[config.mk]
export PLATFORM = sky130hd
export DESIGN_NAME = nios2_ht18_wang_fu_pcount_master
export DESIGN_NICKNAME = d
export VERILOG_FILES = /design/src/rtl/nios2_ht18_wang_fu_pcount_master.sv
export SDC_FILE = /design/constraint.sdc
export NUM_CORES = 1
export LEC_CHECK = 0
export ABC_AREA = 1
export CORE_MARGIN = 1.5
export CORE_UTILIZATION = 52
export CTS_CLUSTER_DIAMETER = 50
export DETAILED_ROUTE_END_ITERATION = 7
export PLACE_DENSITY = 0.86
export SETUP_SLACK_MARGIN = 0.2
export SYNTH_ARGS = -nofsm -noshare
export SYNTH_HDL_FRONTEND = slang
export SYNTH_SLANG_ARGS = --single-unit
[constraint.sdc]
create_clock -name clk -period 4.4 [get_ports clk]
set_clock_uncertainty 0.15 [all_clocks]
set_input_delay 0.66 -clock clk [delete_from_list [all_inputs] [get_ports clk]]
set_output_delay 0.66 -clock clk [all_outputs]
set_load 0.02 [all_outputs]
[src/rtl/nios2_ht18_wang_fu_pcount_master.sv]
// nios2_ht18_wang_fu_pcount_master: Avalon-MM master issuing perf-counter STOP/GO/RESET_ALL/SNAPSHOT.
// Define PCOUNT_HI_REREAD_EN to re-read time_hi so a snapshot never tears on a low-word carry.
module nios2_ht18_wang_fu_pcount_master #(
    parameter logic [31:0] BASE_ADDR = 32'h0,
    parameter int          ADDR_W    = 32
) (
    input  logic              clk,
    input  logic              reset_n,
    input  logic              cmd_valid,
    output logic              cmd_ready,
    input  logic [1:0]        cmd_op,
    input  logic [2:0]        cmd_sec,
    output logic              rsp_valid,
    input  logic              rsp_ready,
    output logic [2:0]        rsp_sec,
    output logic [63:0]       rsp_time,
    output logic [31:0]       rsp_events,
    output logic              busy,
    output logic [ADDR_W-1:0] avm_address,
    output logic              avm_read,
    output logic              avm_write,
    output logic [31:0]       avm_writedata,
    input  logic [31:0]       avm_readdata,
    input  logic              avm_waitrequest
);
    typedef enum logic [2:0] {IDLE, WR, RD_LO, RD_HI, RD_HI2, RD_LO2, RD_EV, RSP} state_t;
`ifdef PCOUNT_HI_REREAD_EN
    localparam state_t RD_FIRST = RD_HI;
    localparam state_t AFTER_HI = RD_LO;
    localparam state_t AFTER_LO = RD_HI2;
`else
    localparam state_t RD_FIRST = RD_LO;
    localparam state_t AFTER_LO = RD_HI;
    localparam state_t AFTER_HI = RD_EV;
`endif
    state_t      state, state_nx;
    logic [1:0]  op_q;
    logic [2:0]  sec_q;
    logic [31:0] lo_q, hi_q;
    logic [4:0]  word;
    logic        done;
    always_ff @(posedge clk or negedge reset_n)
        if (!reset_n) state <= IDLE;
        else state <= state_nx;
    always_comb begin
        state_nx  = state;
        avm_read  = 1'b0;
        avm_write = 1'b0;
        word      = 5'd0;
        case (state)
            IDLE: if (cmd_valid) state_nx = (cmd_op == 2'd3) ? RD_FIRST : WR;
            WR: begin
                avm_write = 1'b1;
                word = (op_q == 2'd2) ? 5'd0 : {sec_q, 1'b0, op_q[0]};
                if (!avm_waitrequest) state_nx = IDLE;
            end
            RD_LO: begin
                avm_read = 1'b1;
                word = {sec_q, 2'd0};
                if (!avm_waitrequest) state_nx = AFTER_LO;
            end
            RD_HI: begin
                avm_read = 1'b1;
                word = {sec_q, 2'd1};
                if (!avm_waitrequest) state_nx = AFTER_HI;
            end
            RD_HI2: begin
                avm_read = 1'b1;
                word = {sec_q, 2'd1};
                if (!avm_waitrequest) state_nx = (avm_readdata == hi_q) ? RD_EV : RD_LO2;
            end
            RD_LO2: begin
                avm_read = 1'b1;
                word = {sec_q, 2'd0};
                if (!avm_waitrequest) state_nx = RD_EV;
            end
            RD_EV: begin
                avm_read = 1'b1;
                word = {sec_q, 2'd2};
                if (!avm_waitrequest) state_nx = RSP;
            end
            RSP: if (rsp_ready) state_nx = IDLE;
            default: state_nx = IDLE;
        endcase
    end
    assign done          = (avm_read | avm_write) & !avm_waitrequest;
    assign cmd_ready     = state == IDLE;
    assign busy          = state != IDLE;
    assign rsp_valid     = state == RSP;
    assign avm_address   = (avm_read | avm_write) ? ADDR_W'(BASE_ADDR) + ADDR_W'({word, 2'b00}) : '0;
    assign avm_writedata = (avm_write && op_q == 2'd2) ? 32'h1 : 32'h0;
    // A matching second high read leaves hi_q unchanged, so {hi_q, lo_q} is the untorn time either way
    always_ff @(posedge clk or negedge reset_n)
        if (!reset_n) begin
            op_q       <= 2'd0;
            sec_q      <= 3'd0;
            lo_q       <= 32'd0;
            hi_q       <= 32'd0;
            rsp_sec    <= 3'd0;
            rsp_time   <= 64'd0;
            rsp_events <= 32'd0;
        end else begin
            if (cmd_valid && cmd_ready) begin
                op_q  <= cmd_op;
                sec_q <= cmd_sec;
            end
            if (done && (state == RD_LO || state == RD_LO2)) lo_q <= avm_readdata;
            if (done && (state == RD_HI || state == RD_HI2)) hi_q <= avm_readdata;
            if (done && state == RD_EV) begin
                rsp_sec    <= sec_q;
                rsp_time   <= {hi_q, lo_q};
                rsp_events <= avm_readdata;
            end
        end
endmodule
Yosys cells after proc, flatten, opt, wreduce, memory -nomap -nowiden:

Cells that the tools add are included.
W data, S select, Z words.

* $add $sub $neg: 0
* multiplexer cells: 16
* shift operators: 0
* $mul: 0
* magnitude comparators: 0
* div/mod/pow operators: 0
* equality and inequality tests: 17
* reductions and logical operators: 15
* bitwise operators: 2

Operators by type and width (count)
* $eq A32 B32 Y1: 1
* $mux W3: 7
* $pmux W3 S7: 1
* $pmux W5 S4: 1
* $eq A3 B3 Y1 const B: 4
* $ne A2 B2 Y1 const B: 6
* $mux W7: 1
* $reduce_and A7 Y1: 1
* $eq A3 B2 Y1 const B: 2
* $reduce_or A2 Y1: 3
* $logic_and A1 B1 Y1: 5
* $mux W5: 1
* $reduce_or A5 Y1: 1
* $eq A2 B2 Y1 const B: 2
* $mux W2: 2
* $eq A3 B1 Y1 const B: 1
* $logic_not A3 Y1: 1
* $mux W1: 3
* $reduce_bool A3 Y1: 1
* $logic_or A1 B1 Y1: 2
* $ne A2 B1 Y1 const B: 1
* $and A1 B1 Y1: 1
* $logic_not A1 Y1: 1
* $or A1 B1 Y1: 1

* RAM bits: 0
* bits of input ports: 42
* logic and storage cells: 58
* bits in read-only memories: 0
* output and inout port bits: 168
* memories: 0
* register bits after elaboration: 171
* latch bits: 0

Depth between registers and ports, before layout:

Gate-level depths: netlist of the first run.

* word-level depth: 6
* depth in mapped cells: 11
* mapped depth without buffers: 11

Worst setup path after synthesis of the first run:

OpenSTA, ideal clock, no wires.

* path type: register to output
* from: register state[0]
* to: output port avm_address[2]
* required time: 3.590 ns
* arrival time: 1.604 ns
* stages on the path, launching flop included: 7
* buffers on the path: 0
* path slack: 1.986 ns
* cell sequence: dfrtp_1 inv_2 nor2_1 inv_1 nor2_1 inv_1 o21ai_0

* elaborated cells on any way between the ends: 14
* those cells by class: eq/ne (6); mux (4); bitwise (1); reduce/logical (3)

RTL lines
* start, declared: RTL line 36 `state_t state, state_nx;`
* start signal, assigned: RTL line 44 `else state <= state_nx;`
* $eq A3 B1 Y1: RTL line 50 `case (state)`
* $mux W1: RTL line 50
* named net avm_write: RTL line 21 `output logic avm_write,`
* $or A1 B1 Y1: RTL line 90 `assign avm_address = (avm_read | avm_write) ? ADDR_W'(BASE_ADDR) + ADDR_W'({word, 2'b00}) : '0;`
* $mux W7: RTL line 90
* end, declared: RTL line 19 `output logic [ADDR_W-1:0] avm_address,`

The timed path passes the listed nets, and every way through them passes these cells.

Worst setup path after layout of the first run:

* from: register state[2]
* to: output port avm_address[5]

* cells in the longest elaborated chain, start to end: 5
* elaborated cells on any way between the ends: 14
* those cells by class: eq/ne (6); mux (4); bitwise (1); reduce/logical (3)

Ends and longest elaborated chain (RTL line)
* $eq A3 B2 Y1 or $eq A3 B3 Y1 (tied branches): 50
* $reduce_or A5 Y1 (no line)
* $mux W1: 50
* $or A1 B1 Y1: 90
* $mux W7 (*): 90

Every way passes the cells marked *; elsewhere a longest branch is shown, timed or not.

==> report_table.html, run 1 <==
<table>
<tr><th>Metric</th><th>Value</th></tr>
<tr><th colspan="2">Run status</th></tr>
<tr><td>Outcome</td><td>finished, final reports clean</td></tr>
<tr><th colspan="2">Setup path</th></tr>
<tr><td>Critical path required time</td><td>about 3.6 ns</td></tr>
<tr><td>Startpoint-to-endpoint class of the critical path</td><td>flop to primary output</td></tr>
<tr><td>Arrival time of data at the critical path endpoint</td><td>between 2 and 2.5 ns</td></tr>
<tr><td>Cell count of the worst reg-to-reg path</td><td>7</td></tr>
<tr><td>Launch point of the worst path</td><td>state[2]$_DFFE_PN0P_</td></tr>
<tr><td>Endpoint kind of the worst setup timing path</td><td>primary output</td></tr>
<tr><td>Crit path max fanout</td><td>8</td></tr>
<tr><td>Critical path startpoint category</td><td>flop</td></tr>
<tr><td>Reg2Reg Launch Point</td><td>state[2]$_DFFE_PN0P_</td></tr>
<tr><th colspan="2">Die</th></tr>
<tr><td>Number of core rows</td><td>43</td></tr>
<tr><td>Y dimension of the die</td><td>123 um</td></tr>
<tr><td>Starting density of the core</td><td>a little over half</td></tr>
<tr><td>Die Area</td><td>15,200 sq um</td></tr>
<tr><td>Width of the chip</td><td>between 100 and 150 um</td></tr>
<tr><td># IOs</td><td>210</td></tr>
<tr><td>Placeable Area</td><td>14,000 sq um</td></tr>
<tr><th colspan="2">Timing</th></tr>
<tr><td>Final Max Tran Viols</td><td>0</td></tr>
<tr><td>Setup repair after global routing missed its margin</td><td>false</td></tr>
<tr><td>Share of the clock period used by the worst path</td><td>about 71%</td></tr>
<tr><td>Sum of negative setup slack</td><td>0 ns</td></tr>
<tr><td>Final Hold Violating Endpoints</td><td>0</td></tr>
<tr><td>Timing-limited maximum frequency</td><td>roughly 0.32 GHz</td></tr>
<tr><td>Worst-margin pin slew</td><td>1.19 ns</td></tr>
<tr><td>Max-slew headroom</td><td>between 20% and 30%</td></tr>
<tr><td>Setup-violating endpoint count in the final report</td><td>0</td></tr>
<tr><td>Final worst hold slack</td><td>0.171 ns</td></tr>
<tr><td>Final min period</td><td>roughly 3.1 ns</td></tr>
<tr><th colspan="2">Detailed routing</th></tr>
<tr><td>Initial drt markers</td><td>approximately 350</td></tr>
<tr><td>Avg Vias per Cell</td><td>4.88</td></tr>
<tr><td>Post-route DRC violation count</td><td>0</td></tr>
<tr><td>Sum of routed wire length over all layers</td><td>around 16,000 um</td></tr>
<tr><td>Number of vias in the routed layout</td><td>~5.2k</td></tr>
<tr><td>Count of nets left with antenna violations after detail routing</td><td>0</td></tr>
<tr><td>Drt first pass iters</td><td>4</td></tr>
<tr><td>Routed WL per cell</td><td>approximately 15 um</td></tr>
<tr><th colspan="2">Layout</th></tr>
<tr><td>Commonest non-fill, non-tap cell in the layout</td><td>nand2_1</td></tr>
<tr><td>FILL cells</td><td>between 1k and 1.5k</td></tr>
<tr><td>Finished Cell Area</td><td>9490 sq um</td></tr>
<tr><td>Multi-input gate area</td><td>~2600 sq um</td></tr>
<tr><td>Register area</td><td>around 4300 sq um</td></tr>
<tr><td>Share of post-route cells with drive strength above 1</td><td>14.3%</td></tr>
<tr><td>Fin cells</td><td>1,064</td></tr>
<tr><td>Antenna diodes</td><td>0</td></tr>
<tr><td>Net total in the final layout</td><td>913</td></tr>
<tr><td>Most frequent cells in the layout</td><td>nand2_1 (178), dfrtp_1 (171), clkdlybuf4s50_1 (150), o21ai_0 (80)</td></tr>
<tr><td>Area Overhead vs Synth</td><td>26.5%</td></tr>
<tr><th colspan="2">Clock network</th></tr>
<tr><td>Clock tree from TritonCTS</td><td>done</td></tr>
<tr><td>Sinks on Clock Net</td><td>~170</td></tr>
<tr><td>Clock latency on the worst-skew pair</td><td>about 0.42 ns</td></tr>
<tr><td>Clock transition at path regs</td><td>0.06 ns</td></tr>
<tr><td>Clock buffers created by TritonCTS</td><td>17</td></tr>
<tr><td>Number of cells upsized or downsized after cts</td><td>0</td></tr>
<tr><td>Count of hold-fix buffers inserted at cts</td><td>0</td></tr>
<tr><td>Root buffer cell</td><td>clkbuf_16</td></tr>
<tr><td>Maximum level of the CTS H-tree</td><td>4</td></tr>
<tr><td>CTS max path bufs</td><td>2</td></tr>
<tr><td>Postcts setup bufs</td><td>0</td></tr>
<tr><th colspan="2">Logic synthesis</th></tr>
<tr><td>Synth area leader</td><td>dfrtp_1</td></tr>
<tr><td>Area of the mapped netlist</td><td>~7500 sq um</td></tr>
<tr><td>Total of warnings raised by yosys</td><td>0</td></tr>
<tr><td>Mean post-synth cell area</td><td>10.3 sq um</td></tr>
<tr><td>Synthesized netlist cell count</td><td>between 700 and 800</td></tr>
<tr><td>Largest cells by area after synthesis</td><td>dfrtp_1 (57%), nand2_1 (8.9%), mux2_2 (8.0%)</td></tr>
<tr><td>Fraction of synthesized cell area taken by the top area cell type</td><td>between 50 and 60%</td></tr>
<tr><td>Post-synthesis register bit count</td><td>between 150 and 200</td></tr>
<tr><td>Fraction of the yosys area taken by sequential cells</td><td>57.0%</td></tr>
<tr><td>Unique masters post-synth</td><td>24</td></tr>
<tr><th colspan="2">Global routing</th></tr>
<tr><td>Initial antenna violation count</td><td>0</td></tr>
<tr><td>Total gr overflow</td><td>0</td></tr>
<tr><td>Global-route total usage across every layer</td><td>around 21%</td></tr>
<tr><td>Global-route wire length before repair</td><td>~25,000 um</td></tr>
<tr><td>Vias in the first global route</td><td>around 5.0k</td></tr>
<tr><td>Maximum number of pins on one net before global-route repair</td><td>~100</td></tr>
<tr><th colspan="2">Power</th></tr>
<tr><td>Share of total power in combinational logic</td><td>between 40 and 50%</td></tr>
<tr><td>Total power per unit cell area</td><td>between 700 and 800 nW/um^2</td></tr>
<tr><td>Leak</td><td>about 4.6 nW</td></tr>
<tr><td>Net switching component of the power</td><td>2.71 mW</td></tr>
<tr><td>Fraction of power spent switching nets</td><td>a little over a third</td></tr>
<tr><td>Sequential power share</td><td>a little under two fifths</td></tr>
<tr><td>Relative contribution of the clock network to total power</td><td>roughly a fifth</td></tr>
<tr><td>Internal</td><td>4.69 mW</td></tr>
<tr><td>Peak supply drop</td><td>about 0.44 mV</td></tr>
<tr><th colspan="2">Min path</th></tr>
<tr><td>Min-delay worst type</td><td>primary input to async pin</td></tr>
<tr><th colspan="2">Placed design</th></tr>
<tr><td>Number of placed cells counting well taps</td><td>1,032</td></tr>
<tr><td>GPL Wtd Cong</td><td>about 0.83</td></tr>
<tr><td>Buffers on Ports</td><td>about 150</td></tr>
<tr><td>Area of placed instances</td><td>between 8000 and 9000 sq um</td></tr>
<tr><td>Final HPWL DP</td><td>about 11,000 um</td></tr>
<tr><th colspan="2">Flow run</th></tr>
<tr><td>Maxcap violations</td><td>0</td></tr>
</table>
sequential cells by signal, indices dropped and copies added (netlist names):
| register | count |
|---|---|
| state | 3 |
| rsp_sec | 3 |
| lo_q | 32 |
| hi_q | 32 |
| rsp_time | 64 |
| sec_q | 3 |
| rsp_events | 32 |
| op_q | 2 |
routing by layer:
layer  GRT usage (%)  wire length, um  vias up
li1                -                -     2493
met1            28.5             6710     2514
met2            35.3             7940      158
met3            4.01              724       26
met4            8.33              268        0
met5               0                0        -
layout make-up:
class	instances	share of cell area, %
clock buffer	23	5.35
clock inverter	9	1.41
inverter	60	2.37
multi-input combinational	466	26.9
sequential	171	45.1
tap	180	2.37
timing repair buffer	155	16.5
cells by family after synthesis:
family | Yosys count | synth area share, %
muxes | 53 | 7.95
AOI/OAI and AO/OA | 123 | 9.70
xor gates and xnor gates | 21 | 2.45
other | 1 | 0.0500
DFF | 171 | 57.0
buffers and inverters | 147 | 11.8
and+or+nand+nor | 211 | 11.0
worst max-delay path: stages (launching register included):
cell and delay (ns):
dfrtp_1 0.41, inv_2 0.16, nor3_1 0.08, a21oi_1 0.22
nand2_1 0.12, a21oi_1 0.27, nor2_1 0.08, clkdlybuf4s50_1 0.55
power by group through the flow:
stage               combinational [mW]  sequential, mW  clock, mW
global placement                  2.98            2.72          0
detailed placement                3.08            2.76          0
global route                      3.37            2.82       1.68
finish                            3.07            2.75       1.58
floorplan                         1.45            3.13          0
CTS                               3.11            2.74       1.61
path summary, 6_finish.rpt:
| path | slack (ns) | to |
|---|---|---|
| min in group clk | 0.33 | lo_q[6]$_DFFE_PN0P_ |
| max in group asynchronous | 3.02 | rsp_time[2]$_DFFE_PN0P_ |
| worst max register to register | 1.83 | hi_q[5]$_DFFE_PN0P_ |
| worst min-delay path | 0.17 | rsp_time[55]$_DFFE_PN0P_ |
| worst max-delay path | 1.29 | avm_address[5] |
| worst min register to register | 0.33 | lo_q[6]$_DFFE_PN0P_ |
synth_stat cells:
master      n
mux2_2     53
o21ai_1     6
nand3_1     2
nand4_1     1
o21ai_0    80
nand2_1   178
buf_6      10
a21oi_1     7
dfrtp_1   171
clkbuf_8    3
xnor2_1    21
inv_2       2
nand2_2     1
buf_4      58
nor2_1     23
conb_1      1
o21ai_2    30
nor3_1      3
nand2_4     1
or2_1       1
nor3_4      1
buf_2       9
clkbuf_1    7
inv_1      58
through the flow:
stage / utilization (%) / total power [mW] / setup WS (ns)
floorplan: - / 4.58 / 1.99
global placement: 63.3 / 5.70 / 1.68
detailed placement: 63.3 / 5.84 / 1.62
CTS: 67.9 / 7.47 / 1.28
global route: 67.9 / 7.86 / 1.15
finish: 67.9 / 7.40 / 1.29
Note: power is estimated with default switching activity, not from simulation.
==> inputs of run 2 (changes only) <==
Settings changed: CORE_UTILIZATION 52 to 48, PLACE_DENSITY 0.86 to 0.8.
Clock period 4.4 ns to 3 ns, I/O delays scaled along.
==> run 2 against run 1 <==
  * Highest routed layer unchanged
  * First-iteration DRC count down 24%
  * Sequential share of layout area down 0.29 points
  * Clock power up 38%
  * Register-to-register slack worse by 1.1 ns
==> report_table.html, run 2 (same netlist as run 1, synthesis figures left out) <==
<table>
<tr><th>Metric</th><th>Value</th></tr>
<tr><th colspan="2">Min path</th></tr>
<tr><td>Min-delay worst type</td><td>flop to flop (was primary input to async pin)</td></tr>
<tr><td>Worst hold path cell count</td><td>2</td></tr>
<tr><th colspan="2">Die</th></tr>
<tr><td>Placeable Area</td><td>15,300 sq um (was 14,000 sq um)</td></tr>
<tr><td>Die Area</td><td>16,400 sq um (was 15,200 sq um)</td></tr>
<tr><td>Width of the chip</td><td>128 um (was 123 um)</td></tr>
<tr><td>Y dimension of the die</td><td>128 um (was 123 um)</td></tr>
<tr><td>Starting density of the core</td><td>49.2% (was 53.6%)</td></tr>
<tr><td>Number of core rows</td><td>45 (was 43)</td></tr>
<tr><td># IOs</td><td>210 (unchanged)</td></tr>
<tr><th colspan="2">Timing</th></tr>
<tr><td>Share of the clock period used by the worst path</td><td>between 80% and 90%</td></tr>
<tr><td>Setup repair after global routing missed its margin</td><td>false (unchanged)</td></tr>
<tr><td>Max-slew headroom</td><td>49.9% (was 20.7%)</td></tr>
<tr><td>Setup-violating endpoint count in the final report</td><td>0 (unchanged)</td></tr>
<tr><td>Final Max Tran Viols</td><td>0 (unchanged)</td></tr>
<tr><td>Final Hold Violating Endpoints</td><td>0 (unchanged)</td></tr>
<tr><td>Timing-limited maximum frequency</td><td>approximately 0.38 GHz</td></tr>
<tr><td>Final min period</td><td>between 2 and 3 ns</td></tr>
<tr><td>Final worst hold slack</td><td>0.328 ns (was 0.171 ns)</td></tr>
<tr><td>Final critical-path setup slack</td><td>0.376 ns (was 1.29 ns)</td></tr>
<tr><td>Sum of negative setup slack</td><td>0 ns (unchanged)</td></tr>
<tr><td>Worst-margin pin slew</td><td>0.751 ns (was 1.19 ns)</td></tr>
<tr><th colspan="2">Power</th></tr>
<tr><td>Peak supply drop</td><td>0.636 mV (was 0.441 mV)</td></tr>
<tr><td>Total power per unit cell area</td><td>1110 nW/um^2 (was 779 nW/um^2)</td></tr>
<tr><td>Leak</td><td>4.63 nW (was 4.58 nW)</td></tr>
<tr><th colspan="2">Detailed routing</th></tr>
<tr><td>Number of vias in the routed layout</td><td>5,079 (was 5,191)</td></tr>
<tr><td>Avg Vias per Cell</td><td>4.62 (was 4.88)</td></tr>
<tr><td>Routed WL per cell</td><td>13.2 um (was 14.7 um)</td></tr>
<tr><td>Initial drt markers</td><td>270 (was 353)</td></tr>
<tr><td>Post-route DRC violation count</td><td>0 (unchanged)</td></tr>
<tr><td>Sum of routed wire length over all layers</td><td>14,500 um (was 15,600 um)</td></tr>
<tr><td>Count of nets left with antenna violations after detail routing</td><td>0 (unchanged)</td></tr>
<tr><td>Drt first pass iters</td><td>4 (unchanged)</td></tr>
<tr><th colspan="2">Layout</th></tr>
<tr><td>Register with the highest flop count</td><td>rsp_time (unchanged)</td></tr>
<tr><td>Flip-flop count of the largest register, all copies and words added</td><td>64 (unchanged)</td></tr>
<tr><td>Most frequent cells in the layout</td><td>nand2_1 (178), dfrtp_1 (170), clkdlybuf4s50_1 (144), o21ai_0 (80) (was nand2_1 (178), dfrtp_1 (171), clkdlybuf4s50_1 (150), o21ai_0 (80))</td></tr>
<tr><td>Commonest non-fill, non-tap cell in the layout</td><td>nand2_1 (unchanged)</td></tr>
<tr><td>Antenna diodes</td><td>0 (unchanged)</td></tr>
<tr><td>Net total in the final layout</td><td>918 (was 913)</td></tr>
<tr><td>Util after Layout</td><td>62.6% (was 67.9%)</td></tr>
<tr><td>Fin cells</td><td>1,100 (was 1,064)</td></tr>
<tr><td>Area Overhead vs Synth</td><td>27.4% (was 26.5%)</td></tr>
<tr><td>Share of post-route cells with drive strength above 1</td><td>14.8% (was 14.3%)</td></tr>
<tr><th colspan="2">Setup path</th></tr>
<tr><td>Arrival time of data at the critical path endpoint</td><td>2.02 ns (was 2.30 ns)</td></tr>
<tr><td>Crit path max fanout</td><td>8 (unchanged)</td></tr>
<tr><td>Cell count of the worst reg-to-reg path</td><td>7 (unchanged)</td></tr>
<tr><td>Endpoint kind of the worst setup timing path</td><td>primary output (unchanged)</td></tr>
<tr><td>Critical path required time</td><td>2.40 ns (was 3.59 ns)</td></tr>
<tr><td>Startpoint-to-endpoint class of the critical path</td><td>flop to primary output (unchanged)</td></tr>
<tr><td>Critical path startpoint category</td><td>flop (unchanged)</td></tr>
<tr><th colspan="2">Clock network</th></tr>
<tr><td>Root buffer cell</td><td>clkbuf_16 (unchanged)</td></tr>
<tr><td>Clock latency on the worst-skew pair</td><td>0.41 ns (was 0.42 ns)</td></tr>
<tr><td>Postcts setup bufs</td><td>0 (unchanged)</td></tr>
<tr><td>Clock tree from TritonCTS</td><td>done (unchanged)</td></tr>
<tr><td>Clock transition at path regs</td><td>0.06 ns (about the same)</td></tr>
<tr><td>Maximum level of the CTS H-tree</td><td>4 (unchanged)</td></tr>
<tr><td>Sinks on Clock Net</td><td>171 (unchanged)</td></tr>
<tr><td>CTS max path bufs</td><td>2 (unchanged)</td></tr>
<tr><td>Clock buffers created by TritonCTS</td><td>17 (unchanged)</td></tr>
<tr><th colspan="2">Placed design</th></tr>
<tr><td>Pre-CTS WS</td><td>0.522 ns (was 1.62 ns)</td></tr>
<tr><td>Number of placed cells counting well taps</td><td>1,067 (was 1,032)</td></tr>
<tr><td>Final HPWL DP</td><td>10,100 um (was 10,500 um)</td></tr>
<tr><td>Buffers on Ports</td><td>151 (unchanged)</td></tr>
<tr><td>GPL Wtd Cong</td><td>0.842 (was 0.829)</td></tr>
<tr><th colspan="2">Flow run</th></tr>
<tr><td>Maxcap violations</td><td>0 (unchanged)</td></tr>
<tr><th colspan="2">Run status</th></tr>
<tr><td>Outcome</td><td>finished, final reports clean (unchanged)</td></tr>
<tr><th colspan="2">Global routing</th></tr>
<tr><td>Total gr overflow</td><td>0 (unchanged)</td></tr>
<tr><td>Initial antenna violation count</td><td>0 (unchanged)</td></tr>
<tr><td>Vias in the first global route</td><td>4,958 (was 5,029)</td></tr>
<tr><td>Global-route wire length before repair</td><td>24,400 um (was 25,100 um)</td></tr>
<tr><td>Global-route total usage across every layer</td><td>18.9% (was 21.5%)</td></tr>
<tr><td>Maximum number of pins on one net before global-route repair</td><td>86 (was 101)</td></tr>
</table>
[run 2: cell count changes in the layout (fill, tap and decap cells not counted), sizes merged]
cell,delta
inv,+2
bufinv,-1
dlygate4sd3,+1
clkbuf,-4
clkinv,+1
dlygate4sd2,+3
dlymetal6s2s,+3
clkinvlp,+2
buf,+4
clkdlybuf4s50,-6
[run 2: cell type report]
cell class	count	area, sq um
fillers	1273	5700
well taps	211	264
inverters	60	225
clock inverters	13	141
repair buffers	160	1640
multi-input cells	466	2560
clock buffers	19	453
flip-flops and latches	171	4280
[run 2: layer usage]
metal | vias up | track usage [%] | part of all wire (%)
li1 | 2500 | - | -
met1 | 2440 | 25.2 | 46
met2 | 124 | 30.6 | 49
met3 | 15 | 4.17 | 4.1
met4 | 0 | 6.48 | 1.3
met5 | - | 0 | 0
[run 2: timing repair]
item,CTS,global route
gates resized for setup,5,3
endpoints found under the setup margin,3,3
hold buffers,1,0
hold endpoints to repair,46,0
[run 2: path summary, 6_finish.rpt]
check	startpoint	end	slack (ns)
max reg2reg	state[2]$_DFFE_PN0P_	hi_q[31]$_DFFE_PN0P_	0.74
min in group asynchronous	reset_n	rsp_time[55]$_DFFE_PN0P_	0.38
max	state[2]$_DFFE_PN0P_	avm_address[6]	0.38
max in group asynchronous	reset_n	state[0]$_DFFE_PN0P_	1.52
min	lo_q[21]$_DFFE_PN0P_	lo_q[21]$_DFFE_PN0P_	0.33
min reg2reg	lo_q[21]$_DFFE_PN0P_	lo_q[21]$_DFFE_PN0P_	0.33
[run 2: stage by stage]
step | power (mW) | instance area (sq um)
2_1_floorplan | 6.71 | 7720
3_3_place_gp | 8.41 | 8940
3_5_place_dp | 8.54 | 8940
4_1_cts | 10.8 | 9550
5_1_grt | 11.4 | 9560
6_report | 10.6 | 9560
[run 2: worst max-delay path, cell delays in order (launching register included)]
cell,delay [ns]
dfrtp_1,0.41
inv_2,0.17
nor3_1,0.09
a21oi_1,0.22
nand2_1,0.11
a21oi_2,0.22
nor2_1,0.07
dlygate4sd2_1,0.32
[run 2: report_power, final]
group | switching (mW) | leakage [nW] | internal, mW
Sequential | 0.634 | 2.15 | 3.34
Clock | 0.903 | 0.286 | 1.28
Combinational | 2.40 | 2.20 | 2.08
==> inputs of run 3 (changes only) <==
Settings changed: CORE_UTILIZATION 48 to 44, PLACE_DENSITY 0.8 to 0.77.
Clock period 3 ns to 2.2 ns, I/O delays scaled along.
==> run 3 against run 2 <==
  * The flow now finishes with violations (setup timing)
  * Sequential share of layout area down 1.7 points
  * First-iteration DRC count rose by 13%
  * Cell count rose by 1.7%
  * Clock-buffer cell count did not move
  * Worst setup slack got worse by 0.40 ns
  * Non-clock buffer count rose by 8
  * Critical path depth is the same
  * Routed wire length up 11%
  * Via count grew 3.0%
  * Critical path type unchanged
  * Largest cell class unchanged
  * Largest power group unchanged
==> report_table.html, run 3 (same netlist as run 1, synthesis figures left out) <==
<table>
<tr><th>Metric</th><th>Value</th></tr>
<tr><th colspan="2">Placed design</th></tr>
<tr><td>GPL Wtd Cong</td><td>0.805 (was 0.842)</td></tr>
<tr><td>Final HPWL DP</td><td>9900 um (was 10,100 um)</td></tr>
<tr><td>Buffers on Ports</td><td>151 (unchanged)</td></tr>
<tr><td>Area of placed instances</td><td>9000 sq um (was 8940 sq um)</td></tr>
<tr><th colspan="2">Layout</th></tr>
<tr><td>Most frequent cells in the layout</td><td>nand2_1 (177), dfrtp_1 (169), clkdlybuf4s50_1 (139), o21ai_0 (79), conb_1 (58) (was nand2_1 (178), dfrtp_1 (170), clkdlybuf4s50_1 (144), o21ai_0 (80))</td></tr>
<tr><td>Finished Cell Area</td><td>9940 sq um (was 9560 sq um)</td></tr>
<tr><td>Commonest non-fill, non-tap cell in the layout</td><td>nand2_1 (unchanged)</td></tr>
<tr><td>Flip-flop count of the largest register, all copies and words added</td><td>64 (unchanged)</td></tr>
<tr><td>Net total in the final layout</td><td>928 (was 918)</td></tr>
<tr><td>Register with the highest flop count</td><td>rsp_time (unchanged)</td></tr>
<tr><td>Area Overhead vs Synth</td><td>32.5% (was 27.4%)</td></tr>
<tr><td>Share of post-route cells with drive strength above 1</td><td>18.4% (was 14.8%)</td></tr>
<tr><td>Antenna diodes</td><td>0 (unchanged)</td></tr>
<tr><td>Util after Layout</td><td>59.7% (was 62.6%)</td></tr>
<tr><th colspan="2">Setup path</th></tr>
<tr><td>Arrival time of data at the critical path endpoint</td><td>1.74 ns (was 2.02 ns)</td></tr>
<tr><td>Longest individual stage delay on the worst path</td><td>0.43 ns (was 0.41 ns)</td></tr>
<tr><td>Highest-delay cell along the critical path</td><td>dfrtp_2 (was dfrtp_1)</td></tr>
<tr><td>Critical path required time</td><td>1.72 ns (was 2.40 ns)</td></tr>
<tr><td>Cell chain of the critical path</td><td>inv_2 &gt; nor2_2 &gt; inv_2 &gt; nor2_2 &gt; inv_1 &gt; o21ai_1 &gt; clkdlybuf4s15_2 (was inv_2 &gt; nor3_1 &gt; a21oi_1 &gt; nand2_1 &gt; a21oi_2 &gt; nor2_1 &gt; dlygate4sd2_1)</td></tr>
<tr><td>Critical path startpoint category</td><td>flop (unchanged)</td></tr>
<tr><td>Startpoint-to-endpoint class of the critical path</td><td>flop to primary output (unchanged)</td></tr>
<tr><td>Crit path max fanout</td><td>6 (was 8)</td></tr>
<tr><td>Endpoint kind of the worst setup timing path</td><td>primary output (unchanged)</td></tr>
<tr><th colspan="2">Global routing</th></tr>
<tr><td>Initial antenna violation count</td><td>0 (unchanged)</td></tr>
<tr><td>Global-route total usage across every layer</td><td>17.9% (was 18.9%)</td></tr>
<tr><td>Maximum number of pins on one net before global-route repair</td><td>75 (was 86)</td></tr>
<tr><td>Global-route wire length before repair</td><td>25,300 um (was 24,400 um)</td></tr>
<tr><td>Vias in the first global route</td><td>4,949 (was 4,958)</td></tr>
<tr><td>Total gr overflow</td><td>0 (unchanged)</td></tr>
<tr><th colspan="2">Die</th></tr>
<tr><td>Number of core rows</td><td>47 (was 45)</td></tr>
<tr><td>Die Area</td><td>17,800 sq um (was 16,400 sq um)</td></tr>
<tr><td>Starting density of the core</td><td>45.1% (was 49.2%)</td></tr>
<tr><td>Width of the chip</td><td>134 um (was 128 um)</td></tr>
<tr><td># IOs</td><td>210 (unchanged)</td></tr>
<tr><td>Y dimension of the die</td><td>134 um (was 128 um)</td></tr>
<tr><td>Placeable Area</td><td>16,600 sq um (was 15,300 sq um)</td></tr>
<tr><th colspan="2">Clock network</th></tr>
<tr><td>Root buffer cell</td><td>clkbuf_16 (unchanged)</td></tr>
<tr><td>Clock latency on the worst-skew pair</td><td>0.42 ns (was 0.41 ns)</td></tr>
<tr><td>Clock transition at path regs</td><td>0.07 ns (was 0.06 ns)</td></tr>
<tr><td>Clock buffers created by TritonCTS</td><td>17 (unchanged)</td></tr>
<tr><td>Clock tree from TritonCTS</td><td>done (unchanged)</td></tr>
<tr><td>Sinks on Clock Net</td><td>171 (unchanged)</td></tr>
<tr><td>CTS max path bufs</td><td>2 (unchanged)</td></tr>
<tr><td>Maximum level of the CTS H-tree</td><td>4 (unchanged)</td></tr>
<tr><th colspan="2">Power</th></tr>
<tr><td>Total power per unit cell area</td><td>1560 nW/um^2 (was 1110 nW/um^2)</td></tr>
<tr><td>Leak</td><td>4.92 nW (was 4.63 nW)</td></tr>
<tr><td>Peak supply drop</td><td>0.916 mV (was 0.636 mV)</td></tr>
<tr><td>Total power consumption of the routed design</td><td>15.5 mW (was 10.6 mW)</td></tr>
<tr><th colspan="2">Detailed routing</th></tr>
<tr><td>Avg Vias per Cell</td><td>4.68 (was 4.62)</td></tr>
<tr><td>Sum of routed wire length over all layers</td><td>16,100 um (was 14,500 um)</td></tr>
<tr><td>Drt first pass iters</td><td>4 (unchanged)</td></tr>
<tr><td>Initial drt markers</td><td>305 (was 270)</td></tr>
<tr><td>Count of nets left with antenna violations after detail routing</td><td>0 (unchanged)</td></tr>
<tr><td>Post-route DRC violation count</td><td>0 (unchanged)</td></tr>
<tr><td>Number of vias in the routed layout</td><td>5,233 (was 5,079)</td></tr>
<tr><td>Routed WL per cell</td><td>14.4 um (was 13.2 um)</td></tr>
<tr><th colspan="2">Min path</th></tr>
<tr><td>Min-delay worst type</td><td>primary input to async pin (was flop to flop)</td></tr>
<tr><th colspan="2">Timing</th></tr>
<tr><td>Final Max Tran Viols</td><td>0 (unchanged)</td></tr>
<tr><td>Final min period</td><td>around 2.2 ns</td></tr>
<tr><td>Setup repair after global routing missed its margin</td><td>true (was false)</td></tr>
<tr><td>Share of the clock period used by the worst path</td><td>101%</td></tr>
<tr><td>Max-slew headroom</td><td>56.1% (was 49.9%)</td></tr>
<tr><td>Setup-violating endpoint count in the final report</td><td>1 (was 0)</td></tr>
<tr><td>Final Hold Violating Endpoints</td><td>0 (unchanged)</td></tr>
<tr><td>Final critical-path setup slack</td><td>-0.0187 ns (was 0.376 ns)</td></tr>
<tr><td>Worst-margin pin slew</td><td>0.659 ns (was 0.751 ns)</td></tr>
<tr><td>Timing-limited maximum frequency</td><td>around 0.45 GHz</td></tr>
<tr><th colspan="2">Run status</th></tr>
<tr><td>Violations in the final reports</td><td>setup timing</td></tr>
<tr><td>Outcome</td><td>finished with violations (was finished, final reports clean)</td></tr>
<tr><th colspan="2">Flow run</th></tr>
<tr><td>Maxcap violations</td><td>0 (unchanged)</td></tr>
</table>
run 3: cell count changes in the layout (fill, tap and decap cells not counted), sizes merged:
cell / previous run / this run
or2: 1 / 3
dlygate4sd2: 3 / 0
clkdlybuf4s50: 144 / 139
clkbuf: 19 / 20
clkinv: 6 / 5
buf: 9 / 23
clkdlybuf4s15: 0 / 4
dlymetal6s2s: 3 / 0
inv: 62 / 64
bufinv: 2 / 4
clkinvlp: 3 / 0
run 3: repair_timing:
item | 4_1_cts | 5_1_grt
resized for setup | 42 | 77
endpoints found under the setup margin | 43 | 18
hold endpoints to repair | 49 | 0
buffers inserted | 2 | 2
hold buffers | 1 | 0
pin swaps | 1 | 1
gates cloned | 1 | 1
run 3: metal layers:
layer	track usage (%)	up-vias	routed length (um)
met1	24.0	2575	7420
met4	4.53	0	145
met5	0	-	0
met3	4.76	9	711
met2	29.2	127	7830
li1	-	2522	-
run 3: worst paths after layout:
path                                       from                       end  slack (ns)  depth (start not counted)
max                        state[0]$_DFFE_PN0P_            avm_address[2]       -0.02                          7
min in group clk            lo_q[4]$_DFFE_PN0P_       lo_q[4]$_DFFE_PN0P_        0.33                          2
max in group asynchronous               reset_n      state[1]$_DFFE_PN0P_        0.97                          3
min                                     reset_n  rsp_time[54]$_DFFE_PN0P_        0.28                          2
max reg2reg                state[0]$_DFFE_PN0P_  rsp_time[52]$_DFFE_PN0P_        0.19                          7
min reg2reg                 lo_q[4]$_DFFE_PN0P_       lo_q[4]$_DFFE_PN0P_        0.33                          2
run 3: area by class of cell:
cell class,count,area (sq um)
fillers,1396,6700
flip-flops and latches,171,4280
multi-input cells,468,2800
repair buffers,168,1710
clock buffers,19,453
well taps,220,275
inverters,60,228
clock inverters,13,188
run 3: critical path, delay by kind of cell (launching register included):
family / cells / cell delay [ns]
compound gates: 1 / 0.12
buf+inv: 4 / 0.50
flops: 1 / 0.43
simple gates: 2 / 0.28
run 3: power breakdown:
| group | internal (mW) | switching (mW) | total, mW |
|---|---|---|---|
| clock | 1.98 | 1.27 | 3.24 |
| sequential | 4.56 | 0.914 | 5.48 |
| combinational | 3.29 | 3.50 | 6.78 |
| total | 9.83 | 5.68 | 15.5 |
run 3: stage by stage:
| stage | cells | hold slack, ns | worst slack, ns | TNS, ns |
|---|---|---|---|---|
| after global routing | 1119 | 0.329 | -0.144 | -0.590 |
| after CTS | 1116 | 0.287 | -0.0318 | -0.0936 |
| after detailed placement | 1080 | 0.174 | -0.0966 | -0.255 |
| after global placement | 1080 | 0.174 | -0.0318 | -0.0860 |
| after floorplan | 784 | -0.116 | 0.226 | 0 |
| final | 1119 | 0.277 | -0.0187 | -0.0187 |
